<file path="src/rtl/ddr_pixel_prefetch.sv">
// Sequential frame-buffer read prefetcher feeding the VGA pixel pipeline through a show-ahead FIFO.
// Optional build macro: PREFETCH_UNDERFLOW_COUNT_EN adds a saturating underflowCount output.
module ddr_pixel_prefetch #(
  parameter logic [23:0] BASE_ADDR   = 24'h000000,
  parameter int          FRAME_WORDS = 307200,
  parameter int          DEPTH_LOG2  = 4
) (
  input  logic        clk133_p,
  input  logic        rst,
  input  logic        enable,
  input  logic        frameStart,
  input  logic        pixelPop,
  output logic [15:0] pixelData,
  output logic        pixelValid,
  output logic        underflow,
  output logic        read,
  output logic [23:0] readAddress,
  input  logic        readAcknowledge,
  input  logic [15:0] readData,
`ifdef PREFETCH_UNDERFLOW_COUNT_EN
  output logic [15:0] underflowCount,
`endif
  output logic [1:0]  fsm_state
);

  localparam int DEPTH = 1 << DEPTH_LOG2;
  localparam int IW    = (FRAME_WORDS > 1) ? $clog2(FRAME_WORDS) : 1;

  typedef enum logic [1:0] {
    IDLE    = 2'd0,
    REQ     = 2'd1,
    RELEASE = 2'd2
  } state_t;

  state_t                state_q, state_d;
  logic [IW-1:0]         index_q, index_d, index_next;
  logic                  drop_q, drop_d;
  logic                  push, pop;
  logic [DEPTH_LOG2-1:0] wr_ptr_q, rd_ptr_q;
  logic [DEPTH_LOG2:0]   count_q;
  logic [15:0]           mem [DEPTH];

  // Handshake: read is a level request held with a stable readAddress until
  // readAcknowledge is sampled high (readData valid in that cycle); the next
  // request is issued only after the acknowledge has been seen low again.
  assign read        = (state_q == REQ);
  assign readAddress = BASE_ADDR + 24'(index_q);
  assign fsm_state   = state_q;
  assign index_next  = (index_q == IW'(FRAME_WORDS - 1)) ? '0 : index_q + 1'b1;

  always_comb begin
    state_d = state_q;
    index_d = index_q;
    drop_d  = drop_q;
    push    = 1'b0;
    case (state_q)
      IDLE: begin
        if (enable && (count_q < (DEPTH_LOG2+1)'(DEPTH)) && !readAcknowledge) state_d = REQ;
      end
      REQ: begin
        if (readAcknowledge) begin
          push    = !drop_q && !frameStart;
          drop_d  = 1'b0;
          index_d = (drop_q || frameStart) ? '0 : index_next;
          state_d = RELEASE;
        end else if (frameStart) begin
          // address must stay stable while read is high; restart after the ack
          drop_d = 1'b1;
        end
      end
      RELEASE: begin
        if (!readAcknowledge) state_d = IDLE;
      end
      default: state_d = IDLE;
    endcase
    if (frameStart && state_q != REQ) index_d = '0;
  end

  always_ff @(posedge clk133_p or posedge rst) begin
    if (rst) begin
      state_q <= IDLE;
      index_q <= '0;
      drop_q  <= 1'b0;
    end else begin
      state_q <= state_d;
      index_q <= index_d;
      drop_q  <= drop_d;
    end
  end

  assign pop = pixelPop && (count_q != '0) && !frameStart;

  always_ff @(posedge clk133_p or posedge rst) begin
    if (rst) begin
      wr_ptr_q <= '0;
      rd_ptr_q <= '0;
      count_q  <= '0;
    end else if (frameStart) begin
      wr_ptr_q <= '0;
      rd_ptr_q <= '0;
      count_q  <= '0;
    end else begin
      if (push) wr_ptr_q <= wr_ptr_q + 1'b1;
      if (pop)  rd_ptr_q <= rd_ptr_q + 1'b1;
      case ({push, pop})
        2'b10:   count_q <= count_q + 1'b1;
        2'b01:   count_q <= count_q - 1'b1;
        default: count_q <= count_q;
      endcase
    end
  end

  always_ff @(posedge clk133_p) begin
    if (push) mem[wr_ptr_q] <= readData;
  end

  assign pixelValid = (count_q != '0);
  assign pixelData  = pixelValid ? mem[rd_ptr_q] : 16'h0000;

  always_ff @(posedge clk133_p or posedge rst) begin
    if (rst)                                  underflow <= 1'b0;
    else if (frameStart)                      underflow <= 1'b0;
    else if (pixelPop && count_q == '0)       underflow <= 1'b1;
  end

`ifdef PREFETCH_UNDERFLOW_COUNT_EN
  always_ff @(posedge clk133_p or posedge rst) begin
    if (rst)                        underflowCount <= 16'h0000;
    else if (frameStart)            underflowCount <= 16'h0000;
    else if (pixelPop && count_q == '0 && underflowCount != 16'hFFFF)
                                    underflowCount <= underflowCount + 16'h0001;
  end
`endif

endmodule
</file>
<file path="config.mk">
export PLATFORM = sky130hd
export DESIGN_NAME = ddr_pixel_prefetch
export DESIGN_NICKNAME = d
export VERILOG_FILES = /design/src/rtl/ddr_pixel_prefetch.sv
export SDC_FILE = /design/constraint.sdc
export NUM_CORES = 1
export LEC_CHECK = 0
export ABC_AREA = 1
export BUFFER_PORTS_ARGS = -buffer_cell sky130_fd_sc_hd__buf_2
export CAP_MARGIN = 30
export CORE_MARGIN = 1
export CORE_UTILIZATION = 56
export CTS_CLUSTER_SIZE = 12
export DETAILED_ROUTE_END_ITERATION = 8
export HOLD_SLACK_MARGIN = 0.02
export PLACE_DENSITY_LB_ADDON = 0.08
export SKIP_CTS_REPAIR_TIMING = 1
export SLEW_MARGIN = 15
export SYNTH_ARGS = -nofsm -noshare
export SYNTH_HDL_FRONTEND = slang
export SYNTH_SLANG_ARGS = --single-unit
</file>
<file path="constraint.sdc">
create_clock -name clk133_p -period 2.4 [get_ports clk133_p]
set_input_delay 0.24 -clock clk133_p [delete_from_list [all_inputs] [get_ports clk133_p]]
set_output_delay 0.24 -clock clk133_p [all_outputs]
set_load 0.02 [all_outputs]
</file>
# Yosys cells after proc, flatten, opt, wreduce, memory -nomap -nowiden
# Memory sizes are Yosys's and may differ from the RTL's.
# Index checks and enable logic that the tools add are counted.
dict set report word_totals {
  memories 1
  elab_cells 71
  mem_bits_rw 256
  register_bits 36
  output_inout_bits 45
}
# memory words word_bits rd rd_ports_with_merged_regs wr line_no
set memory_table {}
lappend memory_table {mem 16 16 1 0 1 41} ;# logic [15:0] mem [DEPTH];
dict set report classes {
  n_eq_ne 9
  n_reduce_logical 24
  muxes 24
  order_cmp 1
  n_addsub 5
}
# cell count
set op_table {}
lappend op_table {{2-to-1 mux 19 bit} 5}
lappend op_table {{adder 19 x 1 -> 19 bit (second input constant)} 1}
lappend op_table {{== test 19 bit (second input constant)} 1}
lappend op_table {{2-to-1 mux 16 bit} 1}
lappend op_table {{2-to-1 mux 4 bit} 4}
lappend op_table {{nonzero test 2 bit} 6}
lappend op_table {{case mux 5 bit (2 select lines)} 1}
lappend op_table {{adder 4 x 1 -> 4 bit (second input constant)} 2}
lappend op_table {{2-to-1 mux 1 bit} 8}
lappend op_table {{logical AND 1 bit} 7}
lappend op_table {{2-to-1 mux 2 bit} 3}
lappend op_table {{case mux 2 bit (3 select lines)} 1}
lappend op_table {{adder 5 x 1 -> 5 bit (second input constant)} 1}
lappend op_table {{logical NOT 5 bit} 1}
lappend op_table {{less-than comparator 5 bit (second input constant)} 1}
lappend op_table {{2-to-1 mux 5 bit} 1}
lappend op_table {{nonzero test 5 bit} 1}
lappend op_table {{subtractor 5 x 1 -> 5 bit (second input constant)} 1}
lappend op_table {{== test 2 x 1 -> 1 bit (second input constant)} 2}
lappend op_table {{== test 2 bit (second input constant)} 2}
lappend op_table {{!= test 2 x 1 -> 1 bit (second input constant)} 2}
lappend op_table {{!= test 2 bit (second input constant)} 2}
lappend op_table {{AND reduction 2 bit} 2}
lappend op_table {{logical NOT 1 bit} 3}
lappend op_table {{4 further kinds} 4}

# Longest topological paths before layout
# Gate-level depths: netlist of run 1.
dict set report logic_depth {
  ltp_word 7
  mapped_depth 17
  ltp_nobuf 16
}

# Worst setup path after synthesis of run 1
# Ideal clock, no wire load.
dict set report synth_path {
  path_type {reg2reg}
  from {register state_q[1] (netlist: fsm_state[1])}
  to {memory mem[11][0] (enable)}
  stages_incl_launch_ff 6
  setup_time_ns 0.388
  arrival_time_ns 1.765
  period_less_slack_ns 2.153
  path_slack_ns 0.247
  t_required_ns 2.012
  path_cell_list {dfrtp_1 > inv_1 > nand3_4 > nor2_4 > nand2_1 > nor2_1}
}
dict set report synth_between {
  elab_chain_len 4
}
# item line_no
set synth_rtl {}
lappend synth_rtl {{start: declaration} 35} ;# state_t state_q, state_d;
lappend synth_rtl {{start signal: assignment} 85} ;# state_q <= state_d;
lappend synth_rtl {{== test 2 x 1 -> 1 bit} 56} ;# case (state_q)
lappend synth_rtl {{2-to-1 mux 1 bit} 56}
lappend synth_rtl {{2-to-1 mux 1 bit} 114} ;# if (push) mem[wr_ptr_q] <= readData;
lappend synth_rtl {{2-to-1 mux 1 bit (implied by the code)} 114}
lappend synth_rtl {{end: declaration} 41}
# Every way passes these cells.

# Final worst setup path of run 1
dict set report layout_path {
  from {register rd_ptr_q[0]}
  to {output port pixelData[0]}
}
dict set report layout_between {
  elab_chain_len 2
}
# item line_no
set layout_rtl {}
lappend layout_rtl {{start: declaration} 39} ;# logic [DEPTH_LOG2-1:0] wr_ptr_q, rd_ptr_q;
lappend layout_rtl {{start signal: assignment} 104} ;# if (pop) rd_ptr_q <= rd_ptr_q + 1'b1;
lappend layout_rtl {{memory (16 x 16 bit)} -}
lappend layout_rtl {{2-to-1 mux 16 bit} 118} ;# assign pixelData = pixelValid ? mem[rd_ptr_q] : 16'h0000;
lappend layout_rtl {{end: declaration} 13} ;# output logic [15:0] pixelData,
# Every way passes these cells.

==> results.md, run 1 <==
- Most common cell after layout, fill and taps aside: edfxtp_1
- Worst Tran Pin Value: 586 ps
- Clock Sinks: 292
- Async set-or-reset flop fraction in the synthesized netlist: 12.3%
- FF-to-FF Start: fsm_state[1]
- Total Wirelength: 30400 µm
- Boundary Pins: 67
- RSZ-0062 raised after global routing: true
- Mux share of post-synthesis cell area: 0%
- Cts bufs inserted: 30
- DRC viols: 0
- Most frequent cells in the layout: edfxtp_1, nand2_1, a21oi_1
- Synth Area in Compound Gates: 10.1%
- Number of global-route vias before repair: 7813
- Share of the synthesized area in the top cell type: 62.2%
- Clock Latency Late Sink: 550 ps
- Largest family of logic cells by synthesized area: simple AND/OR/NAND/NOR gates
- Tmin final: 2560 ps
- Site Rows: 54
- Syn Inst Count: 1046
- Simple logic cell fraction of the synthesized area: 14.8%
- Port bufs: 61
- Flop-to-flop setup slack: 480 ps
- Die ar.: 22700 µm²
- Layout area overhead: 18.1%
- Pleak: 5.57 nW
- Detailed Route Iter0 Violations: 642
- Post-Syn Area: 12400 µm²
- Arrival time worst endpoint: 2320 ps
- Ant. Diodes: 0
- Max Cap Violations: 0
- Initial antenna violation count: 3
- Int Pwr: 9.77 mW
- Setup slack after layout: -156 ps
- Worst hold path class: in -> reg
- Top cells by area, synth: edfxtp_1, dfrtp_1, nand2_1, a21oi_1, nor2_1
- Vias per inst: 5.74
- Leading area contributor after synthesis: edfxtp_1
- Clk_skew: 18.4 ps
- Ys Warns: 0
- Status: finished with violations
- Die height: 151 µm
- GRT Overall Usage: 26.7%
- Peak VDD IR: 0.00124 V
- Mean post-synth cell area: 11.8 µm²
- CP Class: reg -> out
- FF-to-FF End: mem[11][14]
- Wire per inst: 21.0 µm
- Violated checks: setup timing
- Fin crit share: 107%
- CORE AREA: 21800 µm²
- Share of cells above drive strength 1: 21.0%
- DIE WIDTH: 151 µm
- Sequential-to-total area share from yosys stat: 69.4%
- Count of different cell masters after synthesis: 45
- Crit path from: rd_ptr_q[0]
- Setup TNS: -1620 ps
- Max Clock Freq: 391 MHz
- Crit. End Element: output port
- Finished Core Util: 67.1%
- Pre-antenna DRT Iters: 5
- Seq pwr share: 40.1%
- Slew Viols, Final: 0
- Clock-pin slew on the worst setup and hold paths: 60 ps
- Xor/xnor share of the synthesized area: 0.850%
- Post-synth EDFFs: 256
- Total grt overflow: 0
- Hpwl dp: 18200 µm
- Fillers: 1631
- Setup Viol. Count Final: 16
- Pwr Density: 982 nW/µm²
- Worst Path Required: 2160 ps
- Final Hold Vio Count: 0
- CP Launch Type: register
- Combinational Power Share: 28.8%
- Antenna Violating Nets Remaining: 0
- First-pass GRT wire length: 44900 µm
- Root Driver: clkbuf_16
- Worst reg2reg path depth: 6
- Critical path endpoint: pixelData[0]
- Clock network power share: 31.1%
- Sw frac: 31.8%
- Adder-cell share of the synthesized area: 0.809%
- Setup WS pre-CTS: 277 ps
- Initial Util: 56.8%
- Top FF cell, synth: edfxtp_1
- CP max FO: 18
- Net Switching: 4.56 mW
- CTS tree: built
- NumNets Final: 1181
- Largest net degree at the start of global routing: 51
- Via Count: 8308
- H-Tree Depth: 1
- RD Place Congestion: 0.817
- Yosys reg bits: 292
- Clk buf depth: 3
- Worst slew margin: 60.9%
-- cells in the mapped netlist, types with 6 or more instances --
| library cell | count |
|---|---|
| nand2_1 | 237 |
| o21ai_0 | 42 |
| xor2_1 | 11 |
| clkbuf_1 | 19 |
| nor2_1 | 86 |
| buf_2 | 21 |
| nor2_4 | 6 |
| inv_2 | 11 |
| buf_4 | 10 |
| ha_1 | 8 |
| a21oi_1 | 85 |
| dfrtp_1 | 36 |
| a21boi_0 | 16 |
| o22ai_1 | 22 |
| inv_1 | 44 |
| nor3_1 | 22 |
| a211oi_1 | 17 |
| nand3_1 | 31 |
| edfxtp_1 | 256 |
| o21ai_1 | 6 |
| o221ai_1 | 16 |
-- worst min-delay path by stage --
stage                          startpoint  slack [ps]  cells after the start            to
after floorplan           readAcknowledge         310                      1  fsm_state[0]
after global placement                rst         320                      2    index_q[7]
after detailed placement              rst         320                      2    index_q[6]
after CTS                             rst        -260                      2   index_q[15]
after global routing           frameStart          70                      2     underflow
final                          frameStart          70                      2     underflow
-- cell families (layout without fill, tap and decap cells) --
| group | count (synthesis) | count (layout) |
|---|---|---|
| flops | 292 | 292 |
| xor+xnor | 12 | 12 |
| other cells | 1 | 5 |
| buf+inv | 111 | 229 |
| simple gates | 412 | 412 |
| fa+ha+maj | 8 | 8 |
| compound gates | 210 | 210 |
-- state kept, by name, summed over array words and instances (netlist names) --
signal,cells
count_q,5
drop_q,1
fsm_state,2
index_q,19
mem,256
rd_ptr_q,4
underflow,1
wr_ptr_q,4
-- critical path, stage by stage (launching register included) --
cell      delay [ps]
dfrtp_4          560
clkinv_8         150
buf_12           160
a21boi_0         100
o221ai_1         280
nor2_1            90
a211oi_2         230
buf_4            200
-- stage by stage --
stage	area, µm²	instances	hold WS, ps	power, mW
global placement	13300	1388	318	9.34
CTS	14200	1437	-257	13.8
global route	14600	1448	67.8	14.9
floorplan	12400	1050	313	8.16
detailed placement	13300	1388	317	9.40
finish	14600	1448	66.1	14.3
-- metal layers --
metal  vias to the layer above  GRT usage [%]  wire length (µm)
met3                        56           5.03              2000
met2                       277           43.4             14500
met4                         6           6.80               720
li1                       3915              -                 -
met1                      4054           37.4             13100
met5                         -              0                43
-- power by group through the flow --
stage / combinational (mW) / clock (mW) / sequential [mW]
after floorplan: 2.33 / 0 / 5.82
after global placement: 3.51 / 0 / 5.83
after detailed placement: 3.57 / 0 / 5.83
after CTS: 3.58 / 4.52 / 5.73
after global routing: 4.46 / 4.71 / 5.75
final: 4.13 / 4.46 / 5.75
-- cell type report --
cell class / count / area (µm²) / area share (%)
clock buffer: 42 / 817 / 5.59
clock inverter: 7 / 106 / 0.728
inverter: 57 / 230 / 1.58
multi-input combinational: 647 / 3480 / 23.8
sequential: 292 / 8590 / 58.8
tap: 280 / 350 / 2.40
timing repair buffer: 123 / 1020 / 7.02
Power figures use the tool's default switching activity.
==> inputs of run 2 (changes only) <==
- CORE_UTILIZATION: 56 -> 59
==> run 2 against run 1 <==
The run still ends with setup timing left. Die area shrank 5.0%. Register-to-register slack is essentially flat. Via count grew 0.96%. Non-clock buffer count shrank 4. Worst hold slack lost 64 ps. Sequential cell count is the same. Count of clock-buffer cells in the layout grew 3. Maximum frequency grew 0.59%. Critical endpoint is now pixelData[15]. Largest power group unchanged.
==> results.md, run 2 (synthesis results as in run 1) <==
- Share of cells above drive strength 1: 20.8%
- Violated checks: setup timing
- Peak VDD IR: 0.000981 V
- Ant. Diodes: 0
- Design area: 14600 µm²
- Root Driver: clkbuf_16
- Die height: 147 µm
- NumNets Final: 1177
- Slew Viols, Final: 0
- Total Wirelength: 29500 µm
- Die ar.: 21500 µm²
- Buffers and inverters on the worst path: 3
- DIE WIDTH: 147 µm
- CP max FO: 22
- Port bufs: 61
- Vias per inst: 5.84
- Site Rows: 52
- Placed cell area: 13300 µm²
- Max Cap Violations: 0
- Worst Path Required: 2160 ps
- Clock-pin slew on the worst setup and hold paths: 60 ps
- Boundary Pins: 67
- Via Count: 8388
- Fin crit share: 106%
- Clk buf depth: 3
- Worst hold path class: in -> reg
- Total power: 14.3 mW
- Clock Sinks: 292
- Clk_skew: 10.1 ps
- Largest registers in the final layout: mem x256, index_q x19, count_q x5
- Most common cell after layout, fill and taps aside: edfxtp_1
- First-pass GRT wire length: 44100 µm
- Hpwl dp: 17200 µm
- Layout area overhead: 17.9%
- Finished Core Util: 71.6%
- Crit. End Element: output port
- Number of global-route vias before repair: 7934
- Cts bufs inserted: 30
- Flop-to-flop setup slack: 490 ps
- Sw frac: 32.0%
- Initial antenna violation count: 0
- Most frequent cells in the layout: edfxtp_1, nand2_1, a21oi_1
- CP Class: reg -> out
- DRC viols: 0
- Max reg flops: 256
- Combinational Power Share: 29.5%
- GRT Overall Usage: 26.7%
- Tmin final: 2540 ps
- Clock Latency Late Sink: 540 ps
- Int Pwr: 9.73 mW
- Worst Tran Pin Value: 620 ps
- Crit path max-delay family: buffers and inverters
- H-Tree Depth: 1
- Detailed Route Iter0 Violations: 727
- Final cell count without fillers: 1437
- Net Switching: 4.58 mW
- Antenna Violating Nets Remaining: 0
- Initial Util: 60.7%
- Pleak: 5.54 nW
- Largest net degree at the start of global routing: 45
- Wire per inst: 20.5 µm
- Seq pwr share: 40.1%
- Slowest-stage cell, CP: dfrtp_4
- CTS tree: built
- Pwr Density: 981 nW/µm²
- CORE AREA: 20400 µm²
- Max Clock Freq: 394 MHz
- Pre-antenna DRT Iters: 5
- Setup WS pre-CTS: 186 ps
- Status: finished with violations
- Clock network power share: 30.4%
- CP Launch Type: register
- Worst slew margin: 58.6%
- Arrival time worst endpoint: 2300 ps
- RD Place Congestion: 0.841
- CP max stage delay: 500 ps
- RSZ-0062 raised after global routing: true
- Total grt overflow: 0
- CP Cell Sequence: buf_12 -> buf_16 -> nand2_1 -> a21boi_1 -> o221ai_1 -> nor2_1 -> a211oi_2 -> buf_4
- Setup slack after layout: -141 ps
- Setup Viol. Count Final: 15
- Biggest register: mem
- DP Cell Count: 1376
- Final Hold Vio Count: 0
==> run 2: tightest hold or removal path, cell delays in order <==
cell and delay [ps]:
buf_2 110, a21oi_1 70, nor2_1 80
==> run 2: final timing paths <==
| path | end | cells after the start | startpoint |
|---|---|---|---|
| worst max-delay path | pixelData[15] | 8 | rd_ptr_q[0] |
| worst min-delay path | underflow | 3 | pixelPop |
| worst max register to register | count_q[4] | 15 | count_q[1] |
| worst min register to register | rd_ptr_q[3] | 1 | rd_ptr_q[3] |
| max in group asynchronous | index_q[11] | 4 | rst |
| min in group asynchronous | count_q[3] | 3 | rst |
==> run 2: final cells by class <==
class	instances	area (µm²)
sequential	292	8590
tap	270	338
inverter	57	230
clock inverter	7	53.8
fill	1436	5780
timing repair buffer	119	1040
multi-input combinational	647	3470
clock buffer	45	858
==> run 2: power by group through the flow <==
stage / Sequential (mW) / Combinational [mW] / Clock [mW]
2_1_floorplan: 5.82 / 2.33 / 0
3_3_place_gp: 5.82 / 3.50 / 0
3_5_place_dp: 5.83 / 3.55 / 0
4_1_cts: 5.73 / 3.57 / 4.39
5_1_grt: 5.75 / 4.54 / 4.58
6_report: 5.74 / 4.22 / 4.35
==> run 2: metrics by stage <==
step / hold slack, ps / TNS [ps]
global placement: 325 / 0
detailed placement: 329 / 0
floorplan: 313 / 0
global route: 31.4 / -2800
finish: 2.33 / -1260
CTS: -242 / -4810
==> run 2: metal layers <==
metal  wire (µm)  track usage [%]  part of all wire (%)
met5           0                0                     0
met4         710             7.19                   2.4
met3        2050             2.98                   6.9
met2       14400             43.8                    49
met1       12300             38.4                    42
==> inputs of run 3 (changes only) <==
- SETUP_SLACK_MARGIN: default -> 0.3
==> run 3 against run 2 <==
The run still ends with setup timing left. Die area is the same. Combinational power increased by 35%. Sequential cell count unchanged. Worst setup slack got worse by 150 ps. Final cell count grew 2.2%.
==> results.md, run 3 (synthesis results as in run 1) <==
- Finished Core Util: 75.7%
- Boundary Pins: 67
- Clock-pin slew on the worst setup and hold paths: 60 ps
- DIE WIDTH: 147 µm
- Worst Tran Pin Value: 504 ps
- Die height: 147 µm
- Die ar.: 21500 µm²
- Pre-antenna DRT Iters: 5
- CTS tree: built
- Worst hold path class: in -> reg
- Clock Latency Late Sink: 560 ps
- RSZ-0062 raised after global routing: true
- Setup slack after layout: -289 ps
- Clk buf depth: 3
- CORE AREA: 20400 µm²
- Violated checks: setup timing
- CP max stage delay: 530 ps
- Wire per inst: 22.6 µm
- Pleak: 5.84 nW
- Max Cap Violations: 0
- Max Clock Freq: 372 MHz
- Crit. End Element: output port
- Fin crit share: 112%
- H-Tree Depth: 1
- Peak VDD IR: 0.00106 V
- Fillers: 1272
- Total Wirelength: 33200 µm
- Initial Util: 60.7%
- Tmin final: 2690 ps
- Pwr Density: 1010 nW/µm²
- Top Layer Used: met5
- Critical path's most frequent cell: buf_4
- Ant. Diodes: 0
- Layout area overhead: 24.7%
- Total grt overflow: 0
- Site Rows: 52
- Setup Viol. Count Final: 16
- Most common cell after layout, fill and taps aside: edfxtp_1
- Antenna Violating Nets Remaining: 0
- Final Hold Vio Count: 0
- NumNets Final: 1212
- CP Launch Type: register
- Biggest register: mem
- Arrival time worst endpoint: 2450 ps
- DR WL met2: 15900 µm
- Status: finished with violations
- Hpwl dp: 17000 µm
- Vias per inst: 6.01
- Root Driver: clkbuf_16
- Port bufs: 61
- Detailed Route Iter0 Violations: 778
- Worst Path Required: 2160 ps
- Met3 wire length: 2520 µm
- Metal-1 WL: 13600 µm
- Initial antenna violation count: 1
- GRT Overall Usage: 27.7%
- Clock Sinks: 292
- First-pass GRT wire length: 45000 µm
- Setup WS pre-CTS: 147 ps
- Worst slew margin: 66.4%
- CP Cell Sequence: buf_12 -> clkinv_16 -> buf_4 -> clkbuf_16 -> nand2_1 -> a21oi_1 -> nor3_2 -> a211oi_2 -> buf_4 -> buf_6
- Largest net degree at the start of global routing: 55
- CP max FO: 7
- Largest registers in the final layout: mem x256, index_q x19, count_q x5
- Cts bufs inserted: 30
- Clk_skew: 21.4 ps
- Hold slack: 53.5 ps
- RD Place Congestion: 0.809
- DRC viols: 0
- Most frequent cells in the layout: edfxtp_1, nand2_1, nor2_1
- Share of cells above drive strength 1: 28.4%
- Max reg flops: 256
- Slowest-stage cell, CP: dfrtp_4
- Via Count: 8832
- Slew Viols, Final: 0
- Number of global-route vias before repair: 8079
- FF+latch area: 8590 µm²
- CP Class: reg -> out
- Area of the multi-input gates: 3750 µm²
[run 3: path summary, 6_finish.rpt]
kind                              start            to  slack, ps  cells past startpoint
setup reg to reg           fsm_state[1]    mem[7][12]        410                      7
setup / recovery            rd_ptr_q[0]  pixelData[1]       -290                     10
hold / removal              readData[3]     mem[5][3]         50                      1
max in group asynchronous           rst   rd_ptr_q[1]       1650                      4
hold reg to reg             rd_ptr_q[3]   rd_ptr_q[3]        470                      1
min in group asynchronous           rst    index_q[7]        360                      4
[run 3: worst max-delay path, delay by kind of cell, from the launching register on]
kind / cells / cell delay [ps]
simple gates: 2 / 130
compound gates: 2 / 400
flops: 1 / 530
buf+inv: 6 / 810
[run 3: layout make-up]
cell class,count,share of cell area [%]
sequential,292,55.7
multi-input combinational,647,24.3
timing repair buffer,152,10.6
clock buffer,36,5.01
tap,270,2.19
inverter,57,1.58
clock inverter,13,0.414
timing repair inverter,2,0.211
[run 3: per-stage QoR]
| stage | total power [mW] | TNS [ps] | instances | cell area (µm²) |
|---|---|---|---|---|
| 5_1_grt | 16.0 | -4230 | 1469 | 15400 |
| 6_report | 15.5 | -3200 | 1469 | 15400 |
| 3_3_place_gp | 9.41 | 0 | 1375 | 13300 |
| 3_5_place_dp | 9.46 | 0 | 1375 | 13300 |
| 2_1_floorplan | 8.16 | 0 | 1050 | 12400 |
| 4_1_cts | 13.5 | -5100 | 1424 | 14100 |
[run 3: power breakdown]
group          internal (mW)  total, mW  switching, mW
clock                   2.26       4.09           1.84
sequential              5.63       5.74          0.112
combinational           2.43       5.68           3.26
total                   10.3       15.5           5.21
[run 3: layer usage]
| layer | vias to the layer above | global-route usage, % |
|---|---|---|
| li1 | 3989 | - |
| met1 | 4326 | 38.4 |
| met2 | 427 | 45.6 |
| met3 | 88 | 4.13 |
| met4 | 2 | 8.80 |
| met5 | - | 0 |
